[src/rtl/parity_check_rx.sv]
// Even-parity checker for 5-bit codewords: good words go into a small FIFO,
// bad words are dropped and reported through an err pulse and a saturating counter.
module parity_check_rx #(
    parameter int unsigned DEPTH = 4,
    parameter int unsigned CNT_W = 8
) (
    input  logic                     clk,
    input  logic                     rst,
    input  logic [4:0]               DIN,
    input  logic                     in_valid,
    output logic                     in_ready,
    output logic [3:0]               DOUT,
    output logic                     out_valid,
    input  logic                     out_ready,
    output logic                     err,
    output logic [CNT_W-1:0]         err_cnt,
    input  logic                     err_clr,
    output logic [$clog2(DEPTH):0]   level
);

    localparam int unsigned AW = $clog2(DEPTH);
    localparam int unsigned LW = AW + 1;
    localparam logic [CNT_W-1:0] CNT_MAX = '1;

    logic [3:0]       mem_q [DEPTH];
    logic [3:0]       mem_d [DEPTH];
    logic [AW-1:0]    wr_ptr_q, wr_ptr_d;
    logic [AW-1:0]    rd_ptr_q, rd_ptr_d;
    logic [LW-1:0]    level_q, level_d;
    logic             in_ready_q, in_ready_d;
    logic             out_valid_q, out_valid_d;
    logic             err_q, err_d;
    logic [CNT_W-1:0] err_cnt_q, err_cnt_d;

    logic push_acc, good, push, bad, pop;

    // Handshake decode, FIFO bookkeeping and error accounting.
    always_comb begin
        push_acc = in_valid & in_ready_q;
        good     = ~(^DIN);
        push     = push_acc & good;
        bad      = push_acc & ~good;
        pop      = out_valid_q & out_ready;

        mem_d = mem_q;
        if (push) begin
            mem_d[wr_ptr_q] = DIN[4:1];
        end

        // Pointer widths match log2(DEPTH), so wrap is the natural overflow.
        wr_ptr_d    = wr_ptr_q + AW'(push);
        rd_ptr_d    = rd_ptr_q + AW'(pop);
        level_d     = level_q + LW'(push) - LW'(pop);
        in_ready_d  = (level_d != LW'(DEPTH));
        out_valid_d = (level_d != '0);

        err_d     = bad;
        err_cnt_d = err_cnt_q;
        if (err_clr) begin
            err_cnt_d = bad ? CNT_W'(1) : '0;
        end else if (bad && (err_cnt_q != CNT_MAX)) begin
            err_cnt_d = err_cnt_q + CNT_W'(1);
        end
    end

    always_ff @(posedge clk) begin
        if (rst) begin
            wr_ptr_q    <= '0;
            rd_ptr_q    <= '0;
            level_q     <= '0;
            in_ready_q  <= 1'b1;
            out_valid_q <= 1'b0;
            err_q       <= 1'b0;
            err_cnt_q   <= '0;
        end else begin
            wr_ptr_q    <= wr_ptr_d;
            rd_ptr_q    <= rd_ptr_d;
            level_q     <= level_d;
            in_ready_q  <= in_ready_d;
            out_valid_q <= out_valid_d;
            err_q       <= err_d;
            err_cnt_q   <= err_cnt_d;
        end
    end

    // Storage is left uncleared; out_valid guards its contents.
    always_ff @(posedge clk) begin
        mem_q <= mem_d;
    end

    assign DOUT      = mem_q[rd_ptr_q];
    assign in_ready  = in_ready_q;
    assign out_valid = out_valid_q;
    assign err       = err_q;
    assign err_cnt   = err_cnt_q;
    assign level     = level_q;

endmodule

[config.mk]
export PLATFORM = sky130hd
export DESIGN_NAME = parity_check_rx
export DESIGN_NICKNAME = d
export VERILOG_FILES = /design/src/rtl/parity_check_rx.sv
export SDC_FILE = /design/constraint.sdc
export NUM_CORES = 1
export LEC_CHECK = 0
export ABC_CLOCK_PERIOD_IN_PS = 8700
export CORE_MARGIN = 2
export CORE_UTILIZATION = 33
export CTS_BUF_LIST = sky130_fd_sc_hd__clkbuf_16
export CTS_CLUSTER_DIAMETER = 40
export CTS_CLUSTER_SIZE = 28
export DETAILED_ROUTE_END_ITERATION = 7
export SLEW_MARGIN = 20
export SYNTH_ARGS = -nofsm -noshare
export SYNTH_HDL_FRONTEND = slang
export SYNTH_SLANG_ARGS = --single-unit
[constraint.sdc]
create_clock -name clk -period 8.7 [get_ports clk]
set_clock_uncertainty 0.15 [all_clocks]
set_input_delay 1.74 -clock clk [delete_from_list [all_inputs] [get_ports clk]]
set_output_delay 1.74 -clock clk [all_outputs]
set_load 0.01 [all_outputs]
Word-level counts from Yosys, hierarchy flattened

Cells that the tools add are included.

Input bits: 10
Flip-flop bits (word level): 34

Muxes and demuxes: 9
$add $sub $neg: 5
Bitwise logic cells: 7
Order comparisons: 3
Equal/unequal tests: 2
Reduce and logical (&&, ||, !) cells: 5

Operators with widths:

| kind                                                        | number |
|---|---|
| bitwise mux 16 bit                                          | 1 |
| 2-to-1 mux 8 bit                                            | 2 |
| 2-to-1 mux 4 bit                                            | 3 |
| adder 8 x 1 -> 8 bit (second input constant)                | 1 |
| binary-select mux 4 bit (select 2 bit)                      | 1 |
| demux 4 bit (select 2 bit)                                  | 1 |
| != test 8 bit (second input constant)                       | 1 |
| greater-or-equal comparator 3 bit (second input constant)   | 2 |
| inverter 2 -> 3 bit                                         | 2 |
| parity 5 bit                                                | 1 |
| adder 2 x 1 -> 2 bit                                        | 2 |
| bitwise AND 1 bit                                           | 4 |
| adder 3 x 1 -> 3 bit                                        | 1 |
| less-than comparator 3 x 1 -> 1 bit (second input constant) | 1 |
| != test 3 bit (second input constant)                       | 1 |
| nonzero test 3 bit                                          | 1 |
| subtractor 3 x 1 -> 3 bit                                   | 1 |
| logical AND 1 bit                                           | 2 |
| nonzero test 2 bit                                          | 1 |
| 2-to-1 mux 1 bit                                            | 1 |
| inverter 1 bit                                              | 1 |

Longest topological paths before layout

Depth in word-level cells: 6
Depth in mapped cells: 12
Depth with buffers taken out: 11

Least setup slack after synthesis

No wires, ideal clock.

Path type: input-to-reg
Start: input port DIN[1]
End: register in_ready_q, in the netlist in_ready
Buffers on the path: 1
Path slack: 4.500 ns
Stages on the path: 12
Arrival: 3.933 ns
Cells stage by stage: xnor3_1 -> xor2_1 -> buf_6 -> nand3_1 -> ha_1 -> inv_1 -> ha_1 -> fa_1 -> xnor2_1 -> xnor2_1 -> nor2_1 -> nand2_1

Longest elaborated chain between the ends: 6

Ends and longest elaborated chain:

| what                      | RTL line | RTL |
|---|---|---|
| start: declaration        | 9        | `input logic [4:0] DIN,` |
| parity 5 bit              | 40       | `good = ~(^DIN);` |
| inverter 1 bit            | 40       |  |
| bitwise AND 1 bit         | 41       | `push = push_acc & good;` |
| adder 3 x 1 -> 3 bit      | 53       | `level_d = level_q + LW'(push) - LW'(pop);` |
| subtractor 3 x 1 -> 3 bit | 53       |  |
| != test 3 bit             | 54       | `in_ready_d = (level_d != LW'(DEPTH));` |
| end signal: assignment    | 79       | `in_ready_q <= in_ready_d;` |
| end: declaration          | 30       | `logic in_ready_q, in_ready_d;` |

No other way between the ends.
A chain may end at the register's enable or synchronous reset.

Worst setup path in the final report

Same ends and word-level chain as after synthesis.

==> metrics.txt <==
YS warnings 0; Setup WS pre-CTS 3.31 ns; total die area 4990 sq um; via-per-instance ratio 5.05; initial core utilization 33.9%; CTS H-tree depth 2; Post-synth EDFFs 16; Data arrival, critical path 5.12 ns; met1 Use GR 14.9%; Critical Path Start Type primary input; CP cell instances clkdlybuf4s50_1, xnor3_1, xor2_1, nand3_1, ha_1, inv_1, ha_1, fa_1, xnor2_1, xnor2_1, nor2_1, nand2_1; Skew-Pair Late Insertion Delay 0.27 ns; Pwr Density 255 nW/um^2; Synth area leaders edfxtp_1 (33%), dfxtp_1 (25%), mux4_2 (6.1%); Rows 24; post-route setup TNS 0 ns; DR pass1 iterations 4; # port buffers 27; Core ar. 4320 sq um; grt ovf 0; Reg power frac 41.1%; R2R Setup Slk 6.47 ns; ANT cells 0; Total GRT Usage 12.1%; Multi-input gate area 592 sq um; largest net degree at the start of global routing 12; final setup vio count 0; dpl cells 192; Total Power 489 uW; fin worst setup slack 3.59 ns; I/O Pins 28; static leakage 0.715 nW; Slew headroom 50.2%; CP max-delay cell xor2_1; share of layout cells above drive strength 1 8.11%; GRT met2 Usage 19.8%; number of buffers created by CTS 5; post-route minimum period 5.11 ns; Layout Cells excl Fill 200; VDD IR max 0.0000754 V; delay-heaviest family, CP XOR/XNOR gates; Top FF cell, synth dfxtp_1; die width 70.7 microns; top-area cell type share of the netlist area 32.8%; Critical Path End Type flip-flop; DRC 0; status complete, no violations; required time of the critical path 8.71 ns; maximum fanout along the worst path 11; Antenna Violating Nets Remaining 0; Worst Path Buf+Inv 2; hold buffers post-CTS 0; Layout fillers 403; Post-Syn Area 1470 sq um; Max stage delay on crit path 0.61 ns; final hold vios 0; CTS sink cnt 34; register area 841 sq um; Final HPWL DP 2.04 mm; met3 Track Usage GR 3.42%; critical path type primary input to flip-flop; Yosys reg bits 34; Final GP Congestion 0.832; Net Sw Frac 26.6%; syn_area_per_cell 12.6 sq um; clock power share 33.1%; Worst Hold Class flip-flop to flip-flop; Syn Inst Count 116; clk slew on worst S/H paths 0.05 ns; Yosys cell types 33; sw power 130 uW; Pint 359 uW; clock tree buffer depth 2; Pins Over Slew Limit 0; final WL 2.77 mm; initial antenna violation count 0; Design Area, Final 1920 sq um; Setup Buffers After CTS 0; Worst Tran Pin Value 0.746 ns; hold_ws 0.372 ns; top post-synthesis cells by count dfxtp_1 (18), edfxtp_1 (16), a21oi_1 (7), nor2_1 (7), nand3_1 (6); nets 163; syn_nets 132; Area growth, synth to finish 31.0%; post-CTS resize count 0; MaxCap Viol Count 0; vias post-DR 1009; GRT Max-Usage Layer met2; fin util 44.4%; CTS tree done; sequential area share after synthesis 57.3%; FFs w/ async S/R, synth 0%; most common cell in the synthesized netlist dfxtp_1; final worst path period share 58.8%; Iter 0 DRT Violations 47; RSZ-0062 raised after global routing false; cell taking the most area after synthesis edfxtp_1; number of global-route vias before repair 1029; Root Driver clkbuf_16; die height 70.7 microns; combinational fraction of design power 25.7%; area post-placement 1780 sq um; fmax 196 MHz; Avg WL per Cell 13.8 microns; first-pass GRT wire length 4.70 mm
-- per-layer routing --
metal,share of wire [%],up-vias
li1,-,495
met1,44,485
met2,50,24
met3,4.9,5
met4,1.2,0
met5,0,-
-- final cells by class --
cell class	instances	share of cell area (%)
inverters	4	0.782
repair buffers	27	14.1
clock inverters	3	0.651
multi-input cells	75	30.8
clock buffers	5	6.51
well taps	52	3.39
flip-flops and latches	34	43.8
-- final timing paths --
path | cells past startpoint | to | start
worst max-delay path | 12 | in_ready | DIN[1]
worst min register to register | 2 | err_cnt[7] | err_cnt[7]
worst min-delay path | 2 | err_cnt[7] | err_cnt[7]
worst max register to register | 9 | in_ready | in_ready
-- layout by cell type, fill, tap and decap left out, types with 2 or more instances in the layout --
| cell type | Yosys | layout |
|---|---|---|
| nor2_1 | 7 | 7 |
| a41o_1 | 2 | 2 |
| nand3_1 | 6 | 6 |
| inv_1 | 4 | 5 |
| dfxtp_1 | 18 | 18 |
| nand2_1 | 5 | 5 |
| clkdlybuf4s50_1 | 0 | 27 |
| mux4_2 | 4 | 4 |
| xnor2_1 | 5 | 5 |
| a21oi_1 | 7 | 7 |
| and3_1 | 4 | 4 |
| ha_1 | 5 | 5 |
| a31oi_1 | 2 | 2 |
| nor3_1 | 2 | 2 |
| or2_2 | 2 | 2 |
| xor2_1 | 2 | 2 |
| o31ai_1 | 3 | 3 |
| nor2b_1 | 4 | 4 |
| nor3b_1 | 2 | 2 |
| clkbuf_16 | 0 | 5 |
| edfxtp_1 | 16 | 16 |
| or4_1 | 3 | 3 |
-- power by group through the flow --
stage / clock network, mW / logic, mW / registers [mW]
2_1_floorplan: 0 / 0.0747 / 0.207
3_3_place_gp: 0 / 0.124 / 0.204
3_5_place_dp: 0 / 0.127 / 0.205
4_1_cts: 0.166 / 0.128 / 0.202
5_1_grt: 0.173 / 0.140 / 0.204
6_report: 0.162 / 0.126 / 0.201
-- sequential cells by signal, indices dropped and copies added, names as in the netlist --
| name | cells |
|---|---|
| wr_ptr_q | 2 |
| err | 1 |
| in_ready | 1 |
| level | 3 |
| err_cnt | 8 |
| rd_ptr_q | 2 |
| out_valid | 1 |
| mem_q | 16 |
-- worst register-to-register path: cells and delay by family, from the launching register on --
family                     cells  cell delay (ns)
DFF                            1             0.36
and+or+nand+nor                3             0.37
buffers and inverters          1             0.04
xor gates and xnor gates       2             0.29
adders and majority gates      3             0.91
-- cell families after synthesis --
family | after synthesis | share of synthesized area, %
AOI/OAI and AO/OA | 19 | 8.79
xor gates and xnor gates | 8 | 5.72
adders and majority gates | 6 | 5.63
buffers and inverters | 7 | 2.30
DFF | 34 | 57.3
muxes | 4 | 6.14
and+or+nand+nor | 38 | 14.1
No activity file was read; power rests on OpenSTA's default activity.
